[config.mk]
export PLATFORM = sky130hd
export DESIGN_NAME = i2c_byte_master
export DESIGN_NICKNAME = d
export VERILOG_FILES = /design/src/rtl/i2c_master_pkg.sv /design/src/rtl/i2c_quarter_tick.sv /design/src/rtl/i2c_byte_master.sv
export SDC_FILE = /design/constraint.sdc
export NUM_CORES = 1
export LEC_CHECK = 0
export ABC_AREA = 1
export CAP_MARGIN = 25
export CORE_UTILIZATION = 40
export CTS_CLUSTER_SIZE = 25
export DETAILED_ROUTE_END_ITERATION = 6
export PLACE_DENSITY = 0.74
export SYNTH_ARGS = -nofsm -noshare
export SYNTH_HDL_FRONTEND = slang
export SYNTH_SLANG_ARGS = --single-unit
[constraint.sdc]
create_clock -name clk_i -period 1.85 [get_ports clk_i]
set_input_delay 0.2775 -clock clk_i [delete_from_list [all_inputs] [get_ports clk_i]]
set_output_delay 0.2775 -clock clk_i [all_outputs]
set_load 0.005 [all_outputs]
[src/rtl/i2c_master_pkg.sv]
// Shared types and constants for the command-driven I2C byte master.
package i2c_master_pkg;

  localparam int unsigned QUARTERS      = 4;
  localparam int unsigned BITS_PER_XFER = 9;

  typedef enum logic [1:0] {
    CmdStart = 2'b00,
    CmdWrite = 2'b01,
    CmdRead  = 2'b10,
    CmdStop  = 2'b11
  } cmd_e;

  typedef logic [2:0] state_e;

  localparam state_e StIdle  = 3'd0;
  localparam state_e StHold  = 3'd1;
  localparam state_e StStart = 3'd2;
  localparam state_e StWrite = 3'd3;
  localparam state_e StRead  = 3'd4;
  localparam state_e StStop  = 3'd5;
  localparam state_e StErr   = 3'd6;

endpackage

[src/rtl/i2c_quarter_tick.sv]
// SCL quarter-period timebase: divide-by-CLK_DIV counter plus quarter index,
// frozen while a released SCL is still held low by another device.
module i2c_quarter_tick
  import i2c_master_pkg::*;
#(
  parameter int unsigned CLK_DIV = 250
) (
  input  logic       clk_i,
  input  logic       rst_i,
  input  logic       en,
  input  logic       scl_rel,
  input  logic       scl_i,
  output logic       tick,
  output logic [1:0] quarter
);

  localparam logic [15:0] CntMax  = 16'(CLK_DIV - 1);
  localparam logic [1:0]  LastQtr = 2'(QUARTERS - 1);

  logic [15:0] cnt_q;
  logic [1:0]  quarter_q;
  logic        freeze;

  assign freeze  = scl_rel & ~scl_i;
  assign tick    = en & ~freeze & (cnt_q == CntMax);
  assign quarter = quarter_q;

  always_ff @(posedge clk_i or negedge rst_i) begin
    if (!rst_i) begin
      cnt_q     <= '0;
      quarter_q <= '0;
    end else if (!en) begin
      cnt_q     <= '0;
      quarter_q <= '0;
    end else if (!freeze) begin
      if (tick) begin
        cnt_q     <= '0;
        quarter_q <= (quarter_q == LastQtr) ? 2'd0 : quarter_q + 2'd1;
      end else begin
        cnt_q <= cnt_q + 16'd1;
      end
    end
  end

endmodule

[src/rtl/i2c_byte_master.sv]
// Command-driven I2C master: one bus primitive (START, WRITE, READ, STOP) per
// accepted command, answered by a single-cycle response pulse.
module i2c_byte_master
  import i2c_master_pkg::*;
#(
  parameter int unsigned CLK_DIV = 250
) (
  input  logic       clk_i,
  input  logic       rst_i,
  input  logic       cmd_valid_i,
  output logic       cmd_ready_o,
  input  logic [1:0] cmd_i,
  input  logic [7:0] wdata_i,
  input  logic       nack_i,
  output logic       rsp_valid_o,
  output logic [7:0] rsp_data_o,
  output logic       rsp_ack_o,
  output logic       rsp_err_o,
  output logic       bus_owned_o,
  input  logic       scl_i,
  input  logic       sda_i,
  output logic       scl_o,
  output logic       sda_o
);

  state_e     state_q, state_d, prior_q, prior_d, base, go;
  logic [3:0] slot_q, slot_d;
  logic [7:0] shift_q, shift_d, rsp_data_q, rsp_data_d;
  logic       nack_q, nack_d, restart_q, restart_d, owned_q, owned_d, ack_q, ack_d;
  logic       rsp_valid_q, rsp_valid_d, rsp_ack_q, rsp_ack_d, rsp_err_q, rsp_err_d;
  logic       tick, active, accept, sample, slot_end, last_slot, legal, scl_hi;
  logic [1:0] quarter;

  i2c_quarter_tick #(
    .CLK_DIV (CLK_DIV)
  ) u_tick (
    .clk_i   (clk_i),
    .rst_i   (rst_i),
    .en      (active),
    .scl_rel (scl_o),
    .scl_i   (scl_i),
    .tick    (tick),
    .quarter (quarter)
  );

  // ERR is a one-cycle detour; decisions are made against the state it came from.
  assign base        = (state_q == StErr) ? prior_q : state_q;
  assign cmd_ready_o = (state_q == StIdle) | (state_q == StHold) | (state_q == StErr);
  assign accept      = cmd_valid_i & cmd_ready_o;
  assign active      = (state_q == StStart) | (state_q == StWrite) |
                       (state_q == StRead)  | (state_q == StStop);
  assign sample      = tick & (quarter == 2'd1);
  assign slot_end    = tick & (quarter == 2'd3);
  assign last_slot   = (slot_q == 4'(BITS_PER_XFER - 1));
  assign scl_hi      = (quarter == 2'd1) | (quarter == 2'd2);

  always_comb begin
    scl_o = 1'b1;
    sda_o = 1'b1;
    case (base)
      StHold: begin
        scl_o = 1'b0;
        sda_o = 1'b0;
      end
      StStart: begin
        scl_o = scl_hi | ((quarter == 2'd0) & ~restart_q);
        sda_o = (quarter == 2'd0) | (quarter == 2'd1);
      end
      StWrite: begin
        scl_o = scl_hi;
        sda_o = last_slot ? 1'b1 : shift_q[7];
      end
      StRead: begin
        scl_o = scl_hi;
        sda_o = last_slot ? nack_q : 1'b1;
      end
      StStop: begin
        scl_o = (quarter != 2'd0);
        sda_o = (quarter == 2'd2) | (quarter == 2'd3);
      end
      default: ;
    endcase
  end

  always_comb begin
    legal = 1'b0;
    go    = StErr;
    unique case (cmd_e'(cmd_i))
      CmdStart: begin legal = 1'b1;              go = StStart; end
      CmdWrite: begin legal = (base == StHold);  go = StWrite; end
      CmdRead:  begin legal = (base == StHold);  go = StRead;  end
      CmdStop:  begin legal = (base == StHold);  go = StStop;  end
    endcase
  end

  always_comb begin
    state_d     = state_q;
    prior_d     = prior_q;
    slot_d      = slot_q;
    shift_d     = shift_q;
    nack_d      = nack_q;
    restart_d   = restart_q;
    owned_d     = owned_q;
    ack_d       = ack_q;
    rsp_valid_d = 1'b0;
    rsp_ack_d   = 1'b0;
    rsp_err_d   = 1'b0;
    rsp_data_d  = rsp_data_q;

    if (accept) begin
      slot_d = '0;
      if (legal) begin
        state_d = go;
        if (go == StStart) begin
          restart_d = (base == StHold);
          owned_d   = 1'b1;
        end
        if (go == StWrite) shift_d = wdata_i;
        if (go == StRead)  nack_d  = nack_i;
      end else begin
        state_d     = StErr;
        prior_d     = base;
        rsp_valid_d = 1'b1;
        rsp_err_d   = 1'b1;
      end
    end else if (state_q == StErr) begin
      state_d = prior_q;
    end else if (slot_end) begin
      case (state_q)
        StStart: begin
          state_d     = StHold;
          rsp_valid_d = 1'b1;
        end
        StStop: begin
          state_d     = StIdle;
          owned_d     = 1'b0;
          rsp_valid_d = 1'b1;
        end
        StWrite, StRead: begin
          if (last_slot) begin
            state_d     = StHold;
            rsp_valid_d = 1'b1;
            if (state_q == StWrite) rsp_ack_d = ack_q;
            else                    rsp_data_d = shift_q;
          end else begin
            slot_d = slot_q + 4'd1;
            if (state_q == StWrite) shift_d = {shift_q[6:0], 1'b0};
          end
        end
        default: ;
      endcase
    end else if (sample) begin
      if (state_q == StRead && !last_slot) shift_d = {shift_q[6:0], sda_i};
      if (state_q == StWrite && last_slot) ack_d = ~sda_i;
    end
  end

  always_ff @(posedge clk_i or negedge rst_i) begin
    if (!rst_i) begin
      state_q     <= StIdle;
      prior_q     <= StIdle;
      slot_q      <= '0;
      shift_q     <= '0;
      nack_q      <= 1'b0;
      restart_q   <= 1'b0;
      owned_q     <= 1'b0;
      ack_q       <= 1'b0;
      rsp_valid_q <= 1'b0;
      rsp_ack_q   <= 1'b0;
      rsp_err_q   <= 1'b0;
      rsp_data_q  <= '0;
    end else begin
      state_q     <= state_d;
      prior_q     <= prior_d;
      slot_q      <= slot_d;
      shift_q     <= shift_d;
      nack_q      <= nack_d;
      restart_q   <= restart_d;
      owned_q     <= owned_d;
      ack_q       <= ack_d;
      rsp_valid_q <= rsp_valid_d;
      rsp_ack_q   <= rsp_ack_d;
      rsp_err_q   <= rsp_err_d;
      rsp_data_q  <= rsp_data_d;
    end
  end

  assign rsp_valid_o = rsp_valid_q;
  assign rsp_ack_o   = rsp_ack_q;
  assign rsp_err_o   = rsp_err_q;
  assign rsp_data_o  = rsp_data_q;
  assign bus_owned_o = owned_q;

endmodule

==> results.ini, run 1 <==
[timing]
worst_pin_slew_ns = 0.579
finalSetupViolCount = 53
fin_crit_ns = 2.25
slew_headroom_pct = 61.1
hold_slack_ns = 0.471
rsz0062_at_grt = yes
hold_viol = 0
period_share_pct = 122
finClkSkew_ns = 0.0104
setup_ws_ns = -0.405
fmax_ghz = 0.443
final_max_slew_viol_count = 0

[job]
drv_cap = 0

[synthesis]
synth-edff-count = 0
synth.net_count = 412
yosys.area.top_type = dfrtp_1
yosysTopAreaCellShare_pct = 41.8
postSynthAreaPerCell_sq_um = 7.87
ys_seq_area_share_pct = 41.8
ys_top_cells_by_area = dfrtp_1 42%, nand2_1 12%, nand3_1 5.1%, inv_1 4.8%, nor2_1 4.8%
ys_types = 37
ys.flop_type = dfrtp_1
syn_inst = 388
yosysMostFrequentCell = nand2_1
ys_ff_latch = 51
netlist_top_cells_count = 100 x nand2_1, 51 x dfrtp_1, 39 x inv_1, 39 x nor2_1, 31 x nand3_1
async_flop_share_pct = 100
yosysWarnings = 0
netlist_area_sq_um = 3060

[critical_path]
crit_buf_inv = 4
worstPathMaxFanout = 8
worstSetupPathType = reg -> reg
critPathLaunchType = register
slowest_stage = dfrtp_2
cp.arrival_ns = 2.47
worst_setup_path_end_kind = register
cp.required_ns = 2.06
crit_chain = buf_6, buf_6, nor3_4, nor2_2, nor2_2, nand2_2, inv_2, a21oi_1, nor3_2, nand2_4, inv_4, nand2_8, nand2_2, nand2_1
critPathTopFamily = simple AND/OR/NAND/NOR gates
max_stage_delay_ns = 0.47

[detailed_routing]
wl_per_cell_um = 17.1
drt_iter0_drc = 133
via_per_inst = 5.52
drt_wl_total_um = 10600
ant_nets = 0
dr.pass1.iters = 5
vias = 3415
drc = 0

[floorplan]
start_util_pct = 41.7
core_area_sq_um = 7330
rows = 31
die_area_sq_um = 7990
die_width_um = 89.4
die_h_um = 89.4
num_io_pins = 31

[final_layout]
drive_above_1_share_pct = 44.8
n_antenna_cell = 0
n_fill_cell = 490
syn2layout_area_growth_pct = 61.5
post-route-util_pct = 67.3
stdcell_count = 619
fin_area_sq_um = 4930
final_nets = 543

[global_routing]
gr-usage-all-layers_pct = 24.2
grt_overflow_total = 0
grt_pass1_vias = 3215
grt_max_degree = 32
grt_pass1_wl_um = 14700
antenna_found_initial = 0

[placement]
gp_congestion = 0.890
dp.cells = 568
io_buffers = 30
place_area_sq_um = 3920
hpwl_um = 5590

[clock_network]
insertion_delay_ns = 0.32
htreeDepth = 2
clk_pin_slew_worst_paths_ns = 0.11
clock_path_buffers = 2
clock_sinks = 51
cts_tree = done
cts_buffers = 5
root_buffer = clkbuf_8

[pwr]
cellLeakagePower_uw = 0.00234
power.density_nw_per_um2 = 528
finalPower_uw = 2610
ir_drop_mv = 0.470

[outcome]
status = complete, but fails checks
violations = negative setup slack

[worst_hold_path]
hp-class = in -> async

[sequential cells by signal, summed over array words and instances (netlist names)]
register,flops
bus_owned_o,1
restart_q,1
slot_q,4
u_tick.quarter,2
state_q,3
u_tick.cnt_q,16
rsp_err_o,1
rsp_valid_o,1
shift_q,8
prior_q,3
nack_q,1
rsp_ack_o,1
rsp_data_o,8
ack_q,1
[area by class of cell]
type                            count  area (sq um)  area share, %
Inverter                           46           190           3.85
Timing Repair inverter              1          7.51          0.152
Timing Repair Buffer              127          1120           22.6
Multi-Input combinational cell    287          2100           42.5
Clock inverter                      3          47.5          0.964
Clock buffer                        5          68.8           1.39
Tap cell                           99           124           2.51
Sequential cell                    51          1280           25.9
[cells by family after synthesis]
family          Yosys count  share of synthesized area (%)
compound gates           47                           8.85
xor+xnor                  8                           2.29
fa+ha+maj                 8                           3.28
buf+inv                  53                           7.33
flops                    51                           41.8
mux                       1                          0.369
simple gates            220                           36.1
[final timing paths]
path	from	endpoint	slack, ns	depth (start not counted)
max in group asynchronous	rst_i	slot_q[2]	0.82	3
min in group clk_i	bus_owned_o	bus_owned_o	0.48	2
hold reg to reg	bus_owned_o	bus_owned_o	0.48	2
setup reg to reg	state_q[0]	shift_q[7]	-0.40	14
setup / recovery	state_q[0]	shift_q[7]	-0.40	14
hold / removal	rst_i	prior_q[2]	0.47	2
[worst register-to-register path, cell delays in order (launching register included)]
cell and delay, ns:
dfrtp_2 0.47, buf_6 0.13, buf_6 0.11, nor3_4 0.20, nor2_2 0.08, nor2_2 0.17
nand2_2 0.14, inv_2 0.09, a21oi_1 0.05, nor3_2 0.23, nand2_4 0.12, inv_4 0.13
nand2_8 0.09, nand2_2 0.08, nand2_1 0.07
[cell usage in the layout, fill, tap and decap left out, drive strengths merged]
cell type	n
nand2	109
buf	100
dfrtp	51
inv	46
nor2	39
nand3	38
o21ai	28
clkdlybuf4s50	26
nor3	15
nand4	12
a21oi	10
ha	8
xor2	6
clkbuf	5
o211ai	4
nor4	4
and3	3
nor3b	3
clkinv	2
xnor2	2
a31oi	2
o21bai	1
o221ai	1
mux2	1
o22ai	1
bufinv	1
clkinvlp	1
dlygate4sd3	1
[through the flow]
stage,setup slack [ns],setup TNS [ns]
finish,-0.405,-12.73
global route,-0.544,-17.81
CTS,-0.158,-4.49
detailed placement,-0.250,-7.86
global placement,-0.146,-3.88
floorplan,-0.0118,-0.0525
[power by group]
group | switching, uW | total (uW) | internal [uW]
Combinational | 287 | 556 | 269
Clock | 421 | 832 | 411
Sequential | 42.7 | 1220 | 1170
[routing by layer]
| layer | vias to the layer above | wire (um) | global-route usage [%] |
|---|---|---|---|
| met3 | 56 | 541 | 4.89 |
| met2 | 153 | 5500 | 43.7 |
| met1 | 1659 | 4040 | 27.2 |
| met5 | - | 0 | 0 |
| met4 | 0 | 534 | 11.5 |
| li1 | 1547 | - | - |
[timing repair]
item | 4_1_cts | 5_1_grt
pin swaps | 21 | 27
endpoints found under the setup margin | 53 | 53
setup buffers | 28 | 13
cloned | 4 | 0
hold endpoints to repair | 20 | 0
gates resized for setup | 80 | 83
hold buffers | 1 | 0
(Power assumes the default switching activity.)
==> run 2: changes to the inputs <==
--- a/config.mk
+++ b/config.mk
@@ -6,7 +6,9 @@
 export NUM_CORES = 1
 export LEC_CHECK = 0
 export ABC_AREA = 1
+export ABC_CLOCK_PERIOD_IN_PS = 1850
 export CAP_MARGIN = 25
+export CORE_MARGIN = 2
 export CORE_UTILIZATION = 40
 export CTS_CLUSTER_SIZE = 25
 export DETAILED_ROUTE_END_ITERATION = 6
==> run 2 against run 1 <==
Against the previous run: sequential power about the same; core utilization about the same; sequential cell count unchanged; the run still ends with negative setup slack left; power decreased by 4.3%; clock skew increased by 0.012 ns; non-clock buffer count increased by 8; via count decreased by 1.1%; cell count increased by 1.5%; setup slack improved by 0.010 ns; largest cell class unchanged.
==> results.ini, run 2 (synthesis results as in run 1) <==
[placement]
dp.cells = 570
io_buffers = 30
hpwl_um = 5560
gp_congestion = 0.900
place_area_sq_um = 3940

[critical_path]
startpoint = state_q[0]
slowest_stage = dfrtp_2
critPathLaunchType = register
cp.arrival_ns = 2.49
max_stage_delay_ns = 0.42
crit_chain = buf_4, nor3_4, nor2_1, nor2_2, nand2_2, inv_2, a21oi_1, nor3_2, nand2_1, inv_2, buf_4, nand3_1, nand2_1
cp.required_ns = 2.10
worstRegToRegCells = 13
reg2reg_to = shift_q[0]
regToRegSetupSlack_ns = -0.39
path_depth = 13
crit_buf_inv = 4
r2r-start = state_q[0]
worstSetupPathType = reg -> reg
critPathTopFamily = simple AND/OR/NAND/NOR gates
crit_path_end = shift_q[0]
worstPathMaxFanout = 4
worst_setup_path_end_kind = register

[final_layout]
regMostFlops = u_tick.cnt_q
fin_area_sq_um = 4930
drive_above_1_share_pct = 45.7
n_antenna_cell = 0
largest_reg_flops = 16
stdcell_count = 628
final_common_cell = buf_4
final_nets = 552
mostFrequentLayoutCells = 85 x buf_4, 73 x nand2_1, 48 x dfrtp_1
syn2layout_area_growth_pct = 61.4
n_fill_cell = 505

[timing]
fmax_ghz = 0.445
hold_viol = 0
final_max_slew_viol_count = 0
fin_crit_ns = 2.24
slew_headroom_pct = 71.2
setup_ws_ns = -0.395
finClkSkew_ns = 0.0229
hold_slack_ns = 0.333
rsz0062_at_grt = yes
period_share_pct = 121
finalSetupViolCount = 49
worst_pin_slew_ns = 0.431

[clock_network]
cts_tree = done
insertion_delay_ns = 0.32
root_buffer = clkbuf_8
clock_sinks = 51
clk_pin_slew_worst_paths_ns = 0.11
htreeDepth = 2
cts_buffers = 5
clock_path_buffers = 2

[global_routing]
grt_overflow_total = 0
grt_pass1_wl_um = 15500
grt_max_degree = 33
grt_pass1_vias = 3309
antenna_found_initial = 0
gr-usage-all-layers_pct = 22.7

[job]
drv_cap = 0

[detailed_routing]
wl_per_cell_um = 16.2
vias = 3376
dr.pass1.iters = 7
drt_wl_total_um = 10200
via_per_inst = 5.38
drt_iter0_drc = 198
drc = 0
ant_nets = 0

[floorplan]
start_util_pct = 41.7
num_io_pins = 31
die_width_um = 91.4
rows = 31
die_h_um = 91.4
die_area_sq_um = 8350
core_area_sq_um = 7330

[worst_hold_path]
hp-class = in -> async

[pwr]
ir_drop_mv = 0.546
cellLeakagePower_uw = 0.00237
power.density_nw_per_um2 = 506

[outcome]
status = complete, but fails checks
violations = negative setup slack

-- run 2: changes by cell type in the layout (fill, tap and decap cells not counted), moves of 3 or more --
| cell | previous run | this run |
|---|---|---|
| buf_4 | 79 | 85 |
| inv_1 | 33 | 29 |
| inv_2 | 7 | 11 |
| nand2_1 | 69 | 73 |
| nor2_4 | 7 | 4 |
| nor3_2 | 7 | 10 |
| nor3_4 | 4 | 1 |
-- run 2: final cells by class --
cell class / count / area (sq um) / share of cell area [%]
multi-input combinational: 289 / 2060 / 41.7
tap: 99 / 124 / 2.51
timing repair buffer: 135 / 1180 / 23.9
clock buffer: 6 / 82.6 / 1.67
inverter: 46 / 195 / 3.96
clock inverter: 2 / 16.3 / 0.330
sequential: 51 / 1280 / 26.0
-- run 2: routing by layer --
metal | share of wire (%) | track usage, % | vias to the layer above
met5 | 0 | 0 | -
met4 | 4.6 | 9.85 | 0
met3 | 6.0 | 3.82 | 47
met2 | 51 | 39.6 | 156
met1 | 39 | 27.3 | 1606
li1 | - | - | 1567
-- run 2: stage by stage --
stage | setup TNS (ns) | util [%] | total power [uW] | setup WS, ns
6_report | -7.62 | 67.3 | 2490 | -0.395
4_1_cts | -2.87 | 63.6 | 2460 | -0.143
3_5_place_dp | -9.06 | 53.7 | 1690 | -0.304
2_1_floorplan | -0.0525 | - | 1460 | -0.0118
5_1_grt | -11.56 | 67.3 | 2620 | -0.425
3_3_place_gp | -3.94 | 53.7 | 1680 | -0.139
-- run 2: timing repair --
action,CTS,global route
endpoints found under the setup margin,50,53
endpoints found under the hold margin,5,0
resized for setup,104,50
buffers inserted,37,8
gates cloned,4,1
hold buffers,1,0
pin swaps,28,12
-- run 2: worst reg2reg max path, stage by stage (launching register included) --
cell and delay [ns]:
dfrtp_2 0.42, buf_4 0.15, nor3_4 0.19, nor2_1 0.08, nor2_2 0.19, nand2_2 0.14, inv_2 0.11, a21oi_1 0.06
nor3_2 0.25, nand2_1 0.11, inv_2 0.15, buf_4 0.15, nand3_1 0.09, nand2_1 0.10
-- run 2: worst min path at each step --
stage	startpoint	end	slack, ns	cells past startpoint
after global placement	rst_i	restart_q	0.13	1
after CTS	rst_i	restart_q	0.34	2
after floorplan	rst_i	ack_q	-0.02	0
after detailed placement	rst_i	restart_q	0.13	1
final	rst_i	restart_q	0.33	2
after global routing	rst_i	restart_q	0.34	2
-- run 2: power by group --
part           internal [uW]  switching [uW]
clock network            307             404
registers               1170            37.0
logic                    277             294
==> run 3: changes to the inputs <==
--- a/config.mk
+++ b/config.mk
@@ -12,7 +12,8 @@
 export CORE_UTILIZATION = 40
 export CTS_CLUSTER_SIZE = 25
 export DETAILED_ROUTE_END_ITERATION = 6
-export PLACE_DENSITY = 0.74
+export DONT_BUFFER_PORTS = 1
+export PLACE_DENSITY = 0.68
 export SYNTH_ARGS = -nofsm -noshare
 export SYNTH_HDL_FRONTEND = slang
 export SYNTH_SLANG_ARGS = --single-unit
==> run 3 against run 2 <==
Against the previous run: the run still ends with negative setup slack left; design area down 10%; non-clock buffer count down 50; sequential cell count unchanged; cell count down 8.1%; via count down 9.7%; setup slack better by 0.10 ns; first-iteration DRC count down 18%; sequential power about the same; maximum frequency up 4.9%; die area unchanged; wire length down 15%.
==> results.ini, run 3 (synthesis results as in run 1) <==
[global_routing]
grt_overflow_total = 0
grt_max_degree = 52
gr-usage-all-layers_pct = 19.4
antenna_found_initial = 0
grt_pass1_vias = 2886
grt_pass1_wl_um = 13200

[clock_network]
root_buffer = clkbuf_8
insertion_delay_ns = 0.32
cts_tree = done
clk_pin_slew_worst_paths_ns = 0.11
clock_path_buffers = 2
clock_sinks = 51
cts_buffers = 5
htreeDepth = 2

[floorplan]
die_area_sq_um = 8350
die_width_um = 91.4
rows = 31
num_io_pins = 31
start_util_pct = 41.7
die_h_um = 91.4
core_area_sq_um = 7330

[final_layout]
regMostFlops = u_tick.cnt_q
fin_area_sq_um = 4440
final_nets = 501
n_fill_cell = 562
drive_above_1_share_pct = 42.9
final_common_cell = nand2_1
mostFrequentLayoutCells = 79 x nand2_1, 67 x buf_4, 48 x dfrtp_1
largest_reg_flops = 16
syn2layout_area_growth_pct = 45.2
n_antenna_cell = 0

[timing]
worst_pin_slew_ns = 0.519
rsz0062_at_grt = yes
finalSetupViolCount = 48
period_share_pct = 116
final_max_slew_viol_count = 0
hold_viol = 0
slew_headroom_pct = 65.1
fin_crit_ns = 2.14
finClkSkew_ns = 0.0143
fmax_ghz = 0.467
setup_ws_ns = -0.290

[critical_path]
critPathLaunchType = register
crit_top_cell = nand3_4
cp.required_ns = 2.07
worst_setup_path_end_kind = register
worstSetupPathType = reg -> reg
critPathTopFamily = simple AND/OR/NAND/NOR gates
slowest_stage = dfrtp_2
max_stage_delay_ns = 0.47
worstPathMaxFanout = 8
cp.arrival_ns = 2.36
crit_chain = buf_6, a31oi_4, nand3_4, nand2_2, nand3_4, nand2_8, nand4_1, nand3_4, nand2_4, nand2_1, nand2_1
crit_buf_inv = 1

[outcome]
status = complete, but fails checks
violations = negative setup slack

[placement]
hpwl_um = 5310
dp_slack_ns = -0.220
gp_congestion = 0.889
place_area_sq_um = 3610
io_buffers = 0

[detailed_routing]
drt_iter0_drc = 162
drc = 0
wl_per_cell_um = 14.9
drt_wl_total_um = 8600
dr.pass1.iters = 4
vias = 3047
ant_nets = 0
via_per_inst = 5.28

[pwr]
ir_drop_mv = 0.333
cellLeakagePower_uw = 0.00213
pwr-share-clk_pct = 28.5
swShare_pct = 30.2
finalPower_uw = 2430
seq_power_share_pct = 50.2
power.density_nw_per_um2 = 548
p_comb_share_pct = 21.3
p_int_uw = 1700
power_switching_uw = 734

[job]
drv_cap = 0

[worst_hold_path]
hp-class = in -> reg

## run 3: changes by cell type in the layout (fill, tap and decap cells not counted), moves of 3 or more
cell             before  now
buf_4                85   67
clkdlybuf4s50_1      26    0
nand2_1              73   79
nand2_2              21   18
nand2_4              14    9
nand3_1              20   23
nand3_2              11    8
nor2_2                8    5
nor2_4                4    7
## run 3: routing by layer
layer	share of wire, %	up-vias	global-route usage, %
met5	0	-	0
met2	53	94	35.4
li1	-	1467	-
met4	2.2	0	4.42
met3	4.3	20	3.40
met1	41	1466	23.5
## run 3: timing repair
action | CTS | global route
endpoints found under the hold margin | 51 | 0
setup buffers | 8 | 16
pin swaps | 9 | 24
gates cloned | 3 | 1
gates resized for setup | 61 | 65
endpoints found under the setup margin | 51 | 54
hold buffers | 2 | 0
## run 3: power groups by stage
stage / logic (uW) / clock network [uW] / registers (uW)
6_report: 518 / 694 / 1220
2_1_floorplan: 209 / 0 / 1250
3_5_place_dp: 389 / 0 / 1240
4_1_cts: 468 / 720 / 1220
5_1_grt: 563 / 754 / 1230
3_3_place_gp: 377 / 0 / 1230
## run 3: cell type report
| cell class | instances | area [sq um] | area share, % |
|---|---|---|---|
| multi-input combinational | 288 | 2010 | 45.4 |
| sequential | 51 | 1280 | 28.8 |
| timing repair buffer | 85 | 729 | 16.4 |
| inverter | 46 | 191 | 4.31 |
| tap | 99 | 124 | 2.79 |
| clock buffer | 5 | 68.8 | 1.55 |
| clock inverter | 3 | 28.8 | 0.649 |
## run 3: through the flow
stage                     utilization, %  hold slack (ns)  cells  TNS (ns)
after global placement              49.2          -0.0171    539     -5.26
after detailed placement            49.2          -0.0169    539     -7.58
after floorplan                        -          -0.0181    388   -0.0525
after CTS                           55.4            0.111    560     -5.86
after global routing                60.5            0.105    577    -12.53
final                               60.5            0.115    577     -7.97
## run 3: worst paths after layout
| check | start | to | slack, ns | cells after the start |
|---|---|---|---|---|
| max in group asynchronous | rst_i | state_q[1] | 1.12 | 2 |
| max reg2reg | state_q[1] | shift_q[7] | -0.29 | 11 |
| min in group asynchronous | rst_i | slot_q[0] | 0.48 | 2 |
| max | state_q[1] | shift_q[7] | -0.29 | 11 |
| min reg2reg | shift_q[3] | shift_q[3] | 0.48 | 2 |
| min | nack_i | nack_q | 0.12 | 1 |
## run 3: worst register-to-register path, delay by kind of cell (launching register included)
family / cells / cell delay (ns)
simple gates: 9 / 1.13
flops: 1 / 0.47
compound gates: 1 / 0.31
buf+inv: 1 / 0.14
